### src/rtl/load_store_unit_if.sv
// Request/response handshake and data-memory strobes between the execute stage,
// the load/store unit and the byte-addressable data memory.
interface load_store_unit_if;
  logic        req_valid;
  logic        req_ready;
  logic        req_write;
  logic [1:0]  req_size;
  logic        req_unsigned;
  logic [31:0] req_addr;
  logic [31:0] req_wdata;

  logic        resp_valid;
  logic        resp_ready;
  logic [31:0] resp_rdata;
  logic        resp_error;

  logic [31:0] mem_address;
  logic [31:0] mem_write_data;
  logic        mem_write;
  logic        mem_read;
  logic [1:0]  mem_size;
  logic [31:0] mem_read_data;

  // LSU side
  modport slave (
    input  req_valid, req_write, req_size, req_unsigned, req_addr, req_wdata,
    output req_ready,
    output resp_valid, resp_rdata, resp_error,
    input  resp_ready,
    output mem_address, mem_write_data, mem_write, mem_read, mem_size,
    input  mem_read_data
  );

  // Execute stage plus memory side
  modport master (
    output req_valid, req_write, req_size, req_unsigned, req_addr, req_wdata,
    input  req_ready,
    input  resp_valid, resp_rdata, resp_error,
    output resp_ready,
    input  mem_address, mem_write_data, mem_write, mem_read, mem_size,
    output mem_read_data
  );
endinterface

### src/rtl/load_store_unit.sv
// Single-outstanding load/store initiator: checks alignment/range, strobes memory for
// WAIT_CYCLES+1 cycles, returns extended load data; req_ready only while idle.
module load_store_unit #(
  parameter int unsigned WAIT_CYCLES = 0,
  parameter int unsigned MEM_BYTES   = 8192
) (
  input logic              clk,
  input logic              rst_n,
  load_store_unit_if.slave lsu
);
  localparam int unsigned CW = (WAIT_CYCLES > 0) ? $clog2(WAIT_CYCLES + 1) : 1;

  typedef enum logic [1:0] {IDLE, ACCESS, RESP} state_t;

  state_t        state_q, state_d;
  logic [CW-1:0] cnt_q;
  logic [31:0]   addr_q, wdata_q, rdata_q;
  logic [1:0]    size_q;
  logic          write_q, uns_q, first_q, err_q;

  logic [1:0]    size_eff;
  logic [32:0]   nbytes;
  logic          misaligned, out_of_range, req_err;
  logic          accept, access_done;

  // 33-bit sum so an address near 2^32 cannot wrap back into range
  always_comb begin
    size_eff = (lsu.req_size == 2'b11) ? 2'b10 : lsu.req_size;
    case (size_eff)
      2'b00:   nbytes = 33'd1;
      2'b01:   nbytes = 33'd2;
      default: nbytes = 33'd4;
    endcase
    misaligned   = ((size_eff == 2'b01) && lsu.req_addr[0]) ||
                   ((size_eff == 2'b10) && (lsu.req_addr[1:0] != 2'b00));
    out_of_range = ({1'b0, lsu.req_addr} + nbytes) > 33'(MEM_BYTES);
    req_err      = misaligned || out_of_range;
  end

  always_comb begin
    state_d     = state_q;
    accept      = 1'b0;
    access_done = 1'b0;
    case (state_q)
      IDLE: begin
        if (lsu.req_valid) begin
          accept  = 1'b1;
          state_d = req_err ? RESP : ACCESS;
        end
      end
      ACCESS: begin
        if (cnt_q == '0) begin
          access_done = 1'b1;
          state_d     = RESP;
        end
      end
      RESP: begin
        if (lsu.resp_ready) state_d = IDLE;
      end
      default: state_d = IDLE;
    endcase
  end

  // Only the low bits of the memory word matter; upper bits may be anything
  function automatic logic [31:0] extend(input logic [31:0] d, input logic [1:0] sz,
                                         input logic uns);
    case (sz)
      2'b00:   extend = {{24{d[7] & ~uns}}, d[7:0]};
      2'b01:   extend = {{16{d[15] & ~uns}}, d[15:0]};
      default: extend = d;
    endcase
  endfunction

  always_ff @(posedge clk or negedge rst_n) begin
    if (!rst_n) begin
      state_q <= IDLE;
      cnt_q   <= '0;
      addr_q  <= '0;
      wdata_q <= '0;
      size_q  <= '0;
      rdata_q <= '0;
      write_q <= 1'b0;
      uns_q   <= 1'b0;
      first_q <= 1'b0;
      err_q   <= 1'b0;
    end else begin
      state_q <= state_d;
      if (accept) begin
        write_q <= lsu.req_write;
        uns_q   <= lsu.req_unsigned;
        first_q <= 1'b1;
        cnt_q   <= CW'(WAIT_CYCLES);
        if (req_err) begin
          rdata_q <= '0;
          err_q   <= 1'b1;
        end else begin
          addr_q  <= lsu.req_addr;
          wdata_q <= lsu.req_wdata;
          size_q  <= size_eff;
        end
      end
      if (state_q == ACCESS) begin
        first_q <= 1'b0;
        if (cnt_q != '0) cnt_q <= cnt_q - CW'(1);
      end
      if (access_done) begin
        rdata_q <= write_q ? 32'd0 : extend(lsu.mem_read_data, size_q, uns_q);
        err_q   <= 1'b0;
      end
    end
  end

  // Strobes decode straight from state so an async reset drops them at once
  assign lsu.req_ready      = (state_q == IDLE);
  assign lsu.resp_valid     = (state_q == RESP);
  assign lsu.resp_rdata     = rdata_q;
  assign lsu.resp_error     = err_q;
  assign lsu.mem_address    = addr_q;
  assign lsu.mem_write_data = wdata_q;
  assign lsu.mem_size       = size_q;
  assign lsu.mem_read       = (state_q == ACCESS) && !write_q;
  assign lsu.mem_write      = (state_q == ACCESS) && write_q && first_q;
endmodule

### src/flat_wrapper.sv
// flat-port wrapper written by rule: the top's interface ports become plain ports
module load_store_unit_flat 
#(
  parameter int unsigned WAIT_CYCLES = 0,
  parameter int unsigned MEM_BYTES   = 8192
)
  (clk, rst_n, lsu_req_valid, lsu_req_write, lsu_req_size, lsu_req_unsigned, lsu_req_addr, lsu_req_wdata, lsu_req_ready, lsu_resp_valid, lsu_resp_rdata, lsu_resp_error, lsu_resp_ready, lsu_mem_address, lsu_mem_write_data, lsu_mem_write, lsu_mem_read, lsu_mem_size, lsu_mem_read_data);
  load_store_unit_if lsu_i ();
  input logic clk;
  input logic rst_n;
  input wire logic [$bits(lsu_i.req_valid)-1:0] lsu_req_valid;
  input wire logic [$bits(lsu_i.req_write)-1:0] lsu_req_write;
  input wire logic [$bits(lsu_i.req_size)-1:0] lsu_req_size;
  input wire logic [$bits(lsu_i.req_unsigned)-1:0] lsu_req_unsigned;
  input wire logic [$bits(lsu_i.req_addr)-1:0] lsu_req_addr;
  input wire logic [$bits(lsu_i.req_wdata)-1:0] lsu_req_wdata;
  output wire logic [$bits(lsu_i.req_ready)-1:0] lsu_req_ready;
  output wire logic [$bits(lsu_i.resp_valid)-1:0] lsu_resp_valid;
  output wire logic [$bits(lsu_i.resp_rdata)-1:0] lsu_resp_rdata;
  output wire logic [$bits(lsu_i.resp_error)-1:0] lsu_resp_error;
  input wire logic [$bits(lsu_i.resp_ready)-1:0] lsu_resp_ready;
  output wire logic [$bits(lsu_i.mem_address)-1:0] lsu_mem_address;
  output wire logic [$bits(lsu_i.mem_write_data)-1:0] lsu_mem_write_data;
  output wire logic [$bits(lsu_i.mem_write)-1:0] lsu_mem_write;
  output wire logic [$bits(lsu_i.mem_read)-1:0] lsu_mem_read;
  output wire logic [$bits(lsu_i.mem_size)-1:0] lsu_mem_size;
  input wire logic [$bits(lsu_i.mem_read_data)-1:0] lsu_mem_read_data;
  assign lsu_i.req_valid = lsu_req_valid;
  assign lsu_i.req_write = lsu_req_write;
  assign lsu_i.req_size = lsu_req_size;
  assign lsu_i.req_unsigned = lsu_req_unsigned;
  assign lsu_i.req_addr = lsu_req_addr;
  assign lsu_i.req_wdata = lsu_req_wdata;
  assign lsu_req_ready = lsu_i.req_ready;
  assign lsu_resp_valid = lsu_i.resp_valid;
  assign lsu_resp_rdata = lsu_i.resp_rdata;
  assign lsu_resp_error = lsu_i.resp_error;
  assign lsu_i.resp_ready = lsu_resp_ready;
  assign lsu_mem_address = lsu_i.mem_address;
  assign lsu_mem_write_data = lsu_i.mem_write_data;
  assign lsu_mem_write = lsu_i.mem_write;
  assign lsu_mem_read = lsu_i.mem_read;
  assign lsu_mem_size = lsu_i.mem_size;
  assign lsu_i.mem_read_data = lsu_mem_read_data;
  load_store_unit #(.WAIT_CYCLES(WAIT_CYCLES), .MEM_BYTES(MEM_BYTES)) u_core (.clk(clk), .rst_n(rst_n), .lsu(lsu_i));
endmodule
### config.mk
export PLATFORM = sky130hd
export DESIGN_NAME = load_store_unit_flat
export DESIGN_NICKNAME = d
export VERILOG_FILES = /design/src/rtl/load_store_unit_if.sv /design/src/rtl/load_store_unit.sv /design/src/flat_wrapper.sv
export SDC_FILE = /design/constraint.sdc
export NUM_CORES = 1
export LEC_CHECK = 0
export BUFFER_PORTS_ARGS = -buffer_cell sky130_fd_sc_hd__buf_2
export CORE_UTILIZATION = 25
export CTS_CLUSTER_SIZE = 28
export DETAILED_ROUTE_END_ITERATION = 8
export GPL_ROUTABILITY_DRIVEN = 0
export GPL_TIMING_DRIVEN = 1
export PLACE_DENSITY_LB_ADDON = 0.1
export REMOVE_ABC_BUFFERS = 1
export SYNTH_ARGS = -nofsm -noshare
export SYNTH_HDL_FRONTEND = slang
export SYNTH_SLANG_ARGS = --single-unit
### constraint.sdc
create_clock -name clk -period 4.2 [get_ports clk]
set_input_delay 0.84 -clock clk [delete_from_list [all_inputs] [get_ports clk]]
set_output_delay 0.84 -clock clk [all_outputs]
set_load 0.01 [all_outputs]
After elaboration in Yosys (flattened, before gate mapping)

Cells that the tools add are included.
Widths: inputs -> output; s select.

Flip-flop bits (word level): 105
Input port bits: 104
Logic and storage cells: 68

Add/subtract/negate cells: 2
Order comparisons: 1
Equal/unequal tests: 9
Mux-type cells: 24
Bitwise operators: 4
Reductions and logical operators: 18

Operators by type and width:

| kind                 | number |
|---|---|
| $mux 32              | 4 |
| $pmux 32 s2          | 1 |
| $add 32x3->33        | 1 |
| $gt 33x14->1 const B | 1 |
| $mux 1               | 12 |
| $mux 2               | 5 |
| $reduce_bool 2->1    | 4 |
| $eq 2x1->1 const B   | 3 |
| $eq 2x2->1 const B   | 3 |
| $logic_not 2->1      | 3 |
| $pmux 2 s3           | 1 |
| $pmux 3 s2           | 1 |
| $logic_and 1x1->1    | 5 |
| $ne 2x2->1 const B   | 2 |
| $reduce_and 2->1     | 2 |
| $reduce_and 3->1     | 1 |
| $and 1x1->1          | 2 |
| $logic_or 1x1->1     | 2 |
| $ne 2x1->1 const B   | 1 |
| $not 1->1            | 2 |
| $logic_not 1->1      | 1 |
| $sub 1x1->1 const B  | 1 |

Logic depth before layout (Yosys ltp)

Depth after elaboration: 10
Mapped depth: 13

Worst setup path after synthesis

Ideal clock, no wire load.

Path type: input to register
Start point: in lsu_req_size[1]
End point: reg u_core.addr_q[0], in the netlist u_core.lsu.mem_address[0]
Arrival: 3.703 ns
Required time: 4.075 ns
Setup slack: 0.372 ns
Cell stages on the path: 13
Cell sequence: nor2_1 > ha_1 > fa_1 > a21oi_1 > nor4_4 > mux2i_1 > a21o_1 > a2111o_1 > nor3_2 > nand4_1 > buf_4 > buf_6 > mux2_4

Longest elaborated chain between the ends: 9
Elaborated cells between the ends (all ways): 14
Classes of those cells: 1 x add/sub; 1 x order compare; 3 x eq/ne; 2 x mux; 1 x bitwise; 6 x reduce/logical

RTL lines:

| element                                       | RTL line                                     | RTL |
|---|---|---|
| from (decl)                                   | flat_wrapper.sv:13                           | `input wire logic [$bits(lsu_i.req_size)-1:0] lsu_req_size;` |
| $eq 2x2->1                                    | load_store_unit.sv:28                        | `size_eff = (lsu.req_size == 2'b11) ? 2'b10 : lsu.req_size;` |
| $mux 2 *                                      | load_store_unit.sv:28                        |  |
| $eq 2x1->1 or $logic_not 2->1 (tied branches) | load_store_unit.sv:29, load_store_unit.sv:34 |  |
| $pmux 3 s2                                    | load_store_unit.sv:29                        | `case (size_eff)` |
| $add 32x3->33                                 | load_store_unit.sv:36                        | `out_of_range = ({1'b0, lsu.req_addr} + nbytes) > 33'(MEM_BYTES);` |
| $gt 33x14->1                                  | load_store_unit.sv:36                        |  |
| $logic_or 1x1->1 *                            | load_store_unit.sv:37                        | `req_err = misaligned \|\| out_of_range;` |
| $not 1->1 (no source line) *                  | -                                            |  |
| $reduce_and 2->1 (no source line) *           | -                                            |  |
| to (signal assigned)                          | load_store_unit.sv:97                        | `addr_q <= lsu.req_addr;` |
| to (decl)                                     | load_store_unit.sv:17                        | `logic [31:0] addr_q, wdata_q, rdata_q;` |

Mark *: on every way between the ends. The rest lies on a longest branch, timed or not.
A chain may end at the register's enable or synchronous reset.

Worst setup path after layout

Start point: in lsu_req_size[1]
End point: reg u_core.wdata_q[30], in the netlist u_core.lsu.mem_write_data[30]

Longest elaborated chain between the ends: 9
Elaborated cells between the ends (all ways): 14
Classes of those cells: 1 x add/sub; 1 x order compare; 3 x eq/ne; 2 x mux; 1 x bitwise; 6 x reduce/logical

RTL lines:

| element                                       | RTL line                                     | RTL |
|---|---|---|
| $eq 2x2->1                                    | load_store_unit.sv:28                        |  |
| $mux 2 *                                      | load_store_unit.sv:28                        |  |
| $eq 2x1->1 or $logic_not 2->1 (tied branches) | load_store_unit.sv:29, load_store_unit.sv:34 |  |
| $pmux 3 s2                                    | load_store_unit.sv:29                        |  |
| $add 32x3->33                                 | load_store_unit.sv:36                        |  |
| $gt 33x14->1                                  | load_store_unit.sv:36                        |  |
| $logic_or 1x1->1 *                            | load_store_unit.sv:37                        |  |
| $not 1->1 (no source line) *                  | -                                            |  |
| $reduce_and 2->1 (no source line) *           | -                                            |  |
| to (signal assigned)                          | load_store_unit.sv:98                        | `wdata_q <= lsu.req_wdata;` |
| to (decl)                                     | load_store_unit.sv:17                        |  |

Marks and branches as above.

==> run summary <==
Post-Syn Area = 5130 sq um
Final period utilization = 93.3%
All-layer global routing usage = 14.3%
FMAX = 255 MHz
Buf+Inv Stages, Crit Path = 3
Largest net degree at the start of global routing = 49
Type of origin of the critical path = primary input
Maximum capacitance violations = 0
Post-synthesis area per instance = 10.8 sq um
Tightest Pin Transition = 1.21 ns
Setup Crit Path Kind = in -> reg
Die footprint = 21100 sq um
Final #Nets = 793
Hold-fix buffers at CTS = 0
Layout cell share with drive strength beyond 1 = 43.6%
Outcome = completed
Worst path slowest cell = a2111o_1
Power per Cell Area = 304 nW/um^2
Finished Core Util = 34.0%
CTS tree = done
H-tree lvl count = 3
WP depth = 14
Placed wire-length estimate = 11.1 mm
Register-to-Register Setup Slack = 1.94 ns
IR drop worst, VDD = 215 uV
Top-count cell post-synth = dfrtp_1
Final Skew = 0.0123 ns
CP Capture Point = u_core.lsu.mem_write_data[30]
IO Port Bufs = 206
DR iter-0 viols = 181
Post-synth top area cell = dfrtp_1
Number of remaining DRC errors = 0
Crit path max-delay family = simple AND/OR/NAND/NOR gates
Num rows = 52
Max incr delay on CP = 0.41 ns
Crit-path max FO = 38
Hold WS = 0.479 ns
Number of flops mapped to enable cells by yosys = 0
Top cell type's share of synthesized area = 51.2%
Clock Root Buffer = clkbuf_16
Number of failing hold endpoints at the final stage = 0
Fin area = 6860 sq um
CP cell instances = buf_2 -> nor2_1 -> ha_1 -> fa_1 -> a21oi_1 -> buf_4 -> nor3b_1 -> nand4_1 -> mux2i_1 -> a2111o_1 -> nor3_2 -> nand4_1 -> buf_12 -> mux2_4
RSZ-0062 raised after global routing = false
Pleak = 0.00362 uW
#FFs+latches synth = 105
Vias in the first global route = 4397
Largest cells by area after synthesis = dfrtp_1 51%, mux2_2 6.6%, mux2_4 5.9%, nand2_1 4.0%, nor2b_1 2.9%
Inst Count DP = 944
Vias per cell = 4.55
Synth-to-Final Area Change = 33.7%
Clock sinks = 105
Critical path endpoint category = flop
CTS Buf Count = 9
Post-synthesis sequential area ratio = 51.2%
Crit path from = lsu_req_size[1]
Yosys warning count = 0
Cts repair resizes = 0
Antenna viol nets, final = 0
# setup viols final = 0
Grt total ovfl = 0
Die W = 145 um
Wirelength per Cell = 15.5 um
Pins Over Slew Limit = 0
Clock Pin Slew Worst Setup and Hold Paths = 0.07 ns
Main synth FF type = dfrtp_1
Power Total = 2090 uW
Mapped Cells = 475
Finished Layout Cells = 961
Worst slew margin = 18.0%
First-pass GRT wire length = 24.0 mm
Clk Latency, worst-skew pair = 0.36 ns
Post-CTS Setup Repair Bufs = 0
Worst reg2reg startpoint = u_core.lsu.mem_size[1]
Core Box Area = 20200 sq um
Via count = 4377
Longest Clk Path Bufs = 2
Placed instance area = 6550 sq um
Post-synth top cells = 105 x dfrtp_1, 55 x nand2_1, 30 x mux2_2
Initial antenna violation count = 1
Critical Path RT = 4.44 ns
Chip height = 145 um
Io pins = 207
Worst EP arrival = 4.16 ns
CP most frequent cell = nand4_1
Hold Crit Class = reg -> reg
Pre-antenna DRT Iters = 4
Drt total wl = 14.9 mm
Worst R2R Path Depth = 3
RR Endpoint = u_core.lsu.resp_rdata[11]
Synth cell types = 57
Starting Density = 25.4%
Min Tclk post-route = 3.92 ns
FFs w/ async S/R, synth = 100%
per-layer routing:
layer	GRT usage, %	share of wire (%)	vias to the layer above
met1	18.9	46	2090
met4	3.37	1.2	0
li1	-	-	2124
met2	22.5	46	152
met5	0	0	-
met3	4.84	7.1	11
power by group:
part	internal (uW)	leakage, uW	total, uW	switching [uW]
clock network	486	0.000150	879	393
registers	1020	0.00145	1020	7.26
logic	76.0	0.00202	186	110
total	1580	0.00362	2090	510
cells in the final DEF (no fill, tap or decap), types with 3 or more instances in the layout:
cell / instances
inv_6: 3
or2_2: 3
a21oi_1: 9
nor4_1: 3
nor2_1: 22
mux2_2: 30
nor2b_1: 24
o21ai_0: 29
clkbuf_16: 9
nor3_1: 6
nand3_1: 11
mux2_4: 20
inv_1: 5
o21a_1: 10
nand4_1: 15
nand2_1: 55
a21o_1: 3
nor3b_1: 3
nor3_2: 3
o31ai_1: 3
and2_1: 22
buf_4: 15
mux2i_1: 6
a211oi_1: 3
buf_2: 205
dfrtp_1: 105
ha_1: 3
and3_1: 6
o22ai_1: 17
state kept, by name (all words and copies together) (netlist names):
name                       flops
u_core.lsu.mem_size            2
u_core.lsu.resp_rdata         32
u_core.uns_q                   1
u_core.state_q                 2
u_core.cnt_q                   1
u_core.first_q                 1
u_core.lsu.mem_write_data     32
u_core.lsu.resp_error          1
u_core.lsu.mem_address        32
u_core.write_q                 1
cell families after synthesis:
kind of cell,synth area share (%)
buf+inv,2.49
simple gates,19.1
compound gates,11.9
flops,51.2
xor+xnor,0.342
fa+ha+maj,1.12
mux,13.8
area by class of cell:
class	count	area [sq um]
fillers	2095	13300
flip-flops and latches	105	2630
multi-input cells	342	2380
repair buffers	222	1180
well taps	270	338
clock buffers	10	239
clock inverters	6	72.6
inverters	5	18.8
diodes	1	2.50
per-stage QoR:
step	worst slack (ns)	TNS, ns
finish	0.282	0
CTS	0.329	0
detailed placement	-0.0325	-0.281
floorplan	-1.76	-111.27
global placement	0.0577	0
global route	0.0450	0
worst register-to-register path: stages, from the launching register on:
cell     delay (ns)
dfrtp_1        0.68
nor4b_1        1.15
o21ai_0        0.23
o21ai_0        0.13
worst min-delay path by stage:
stage                                     from                          to  slack (ns)  depth (start not counted)
global placement    u_core.lsu.mem_address[22]  u_core.lsu.mem_address[22]        0.46                          1
finish              u_core.lsu.mem_address[26]  u_core.lsu.mem_address[26]        0.48                          1
floorplan                       u_core.first_q              u_core.first_q        0.46                          2
detailed placement  u_core.lsu.mem_address[19]  u_core.lsu.mem_address[19]        0.47                          1
global route        u_core.lsu.mem_address[26]  u_core.lsu.mem_address[26]        0.49                          1
CTS                 u_core.lsu.mem_address[26]  u_core.lsu.mem_address[26]        0.49                          1
Note: power is estimated with default switching activity, not from simulation.
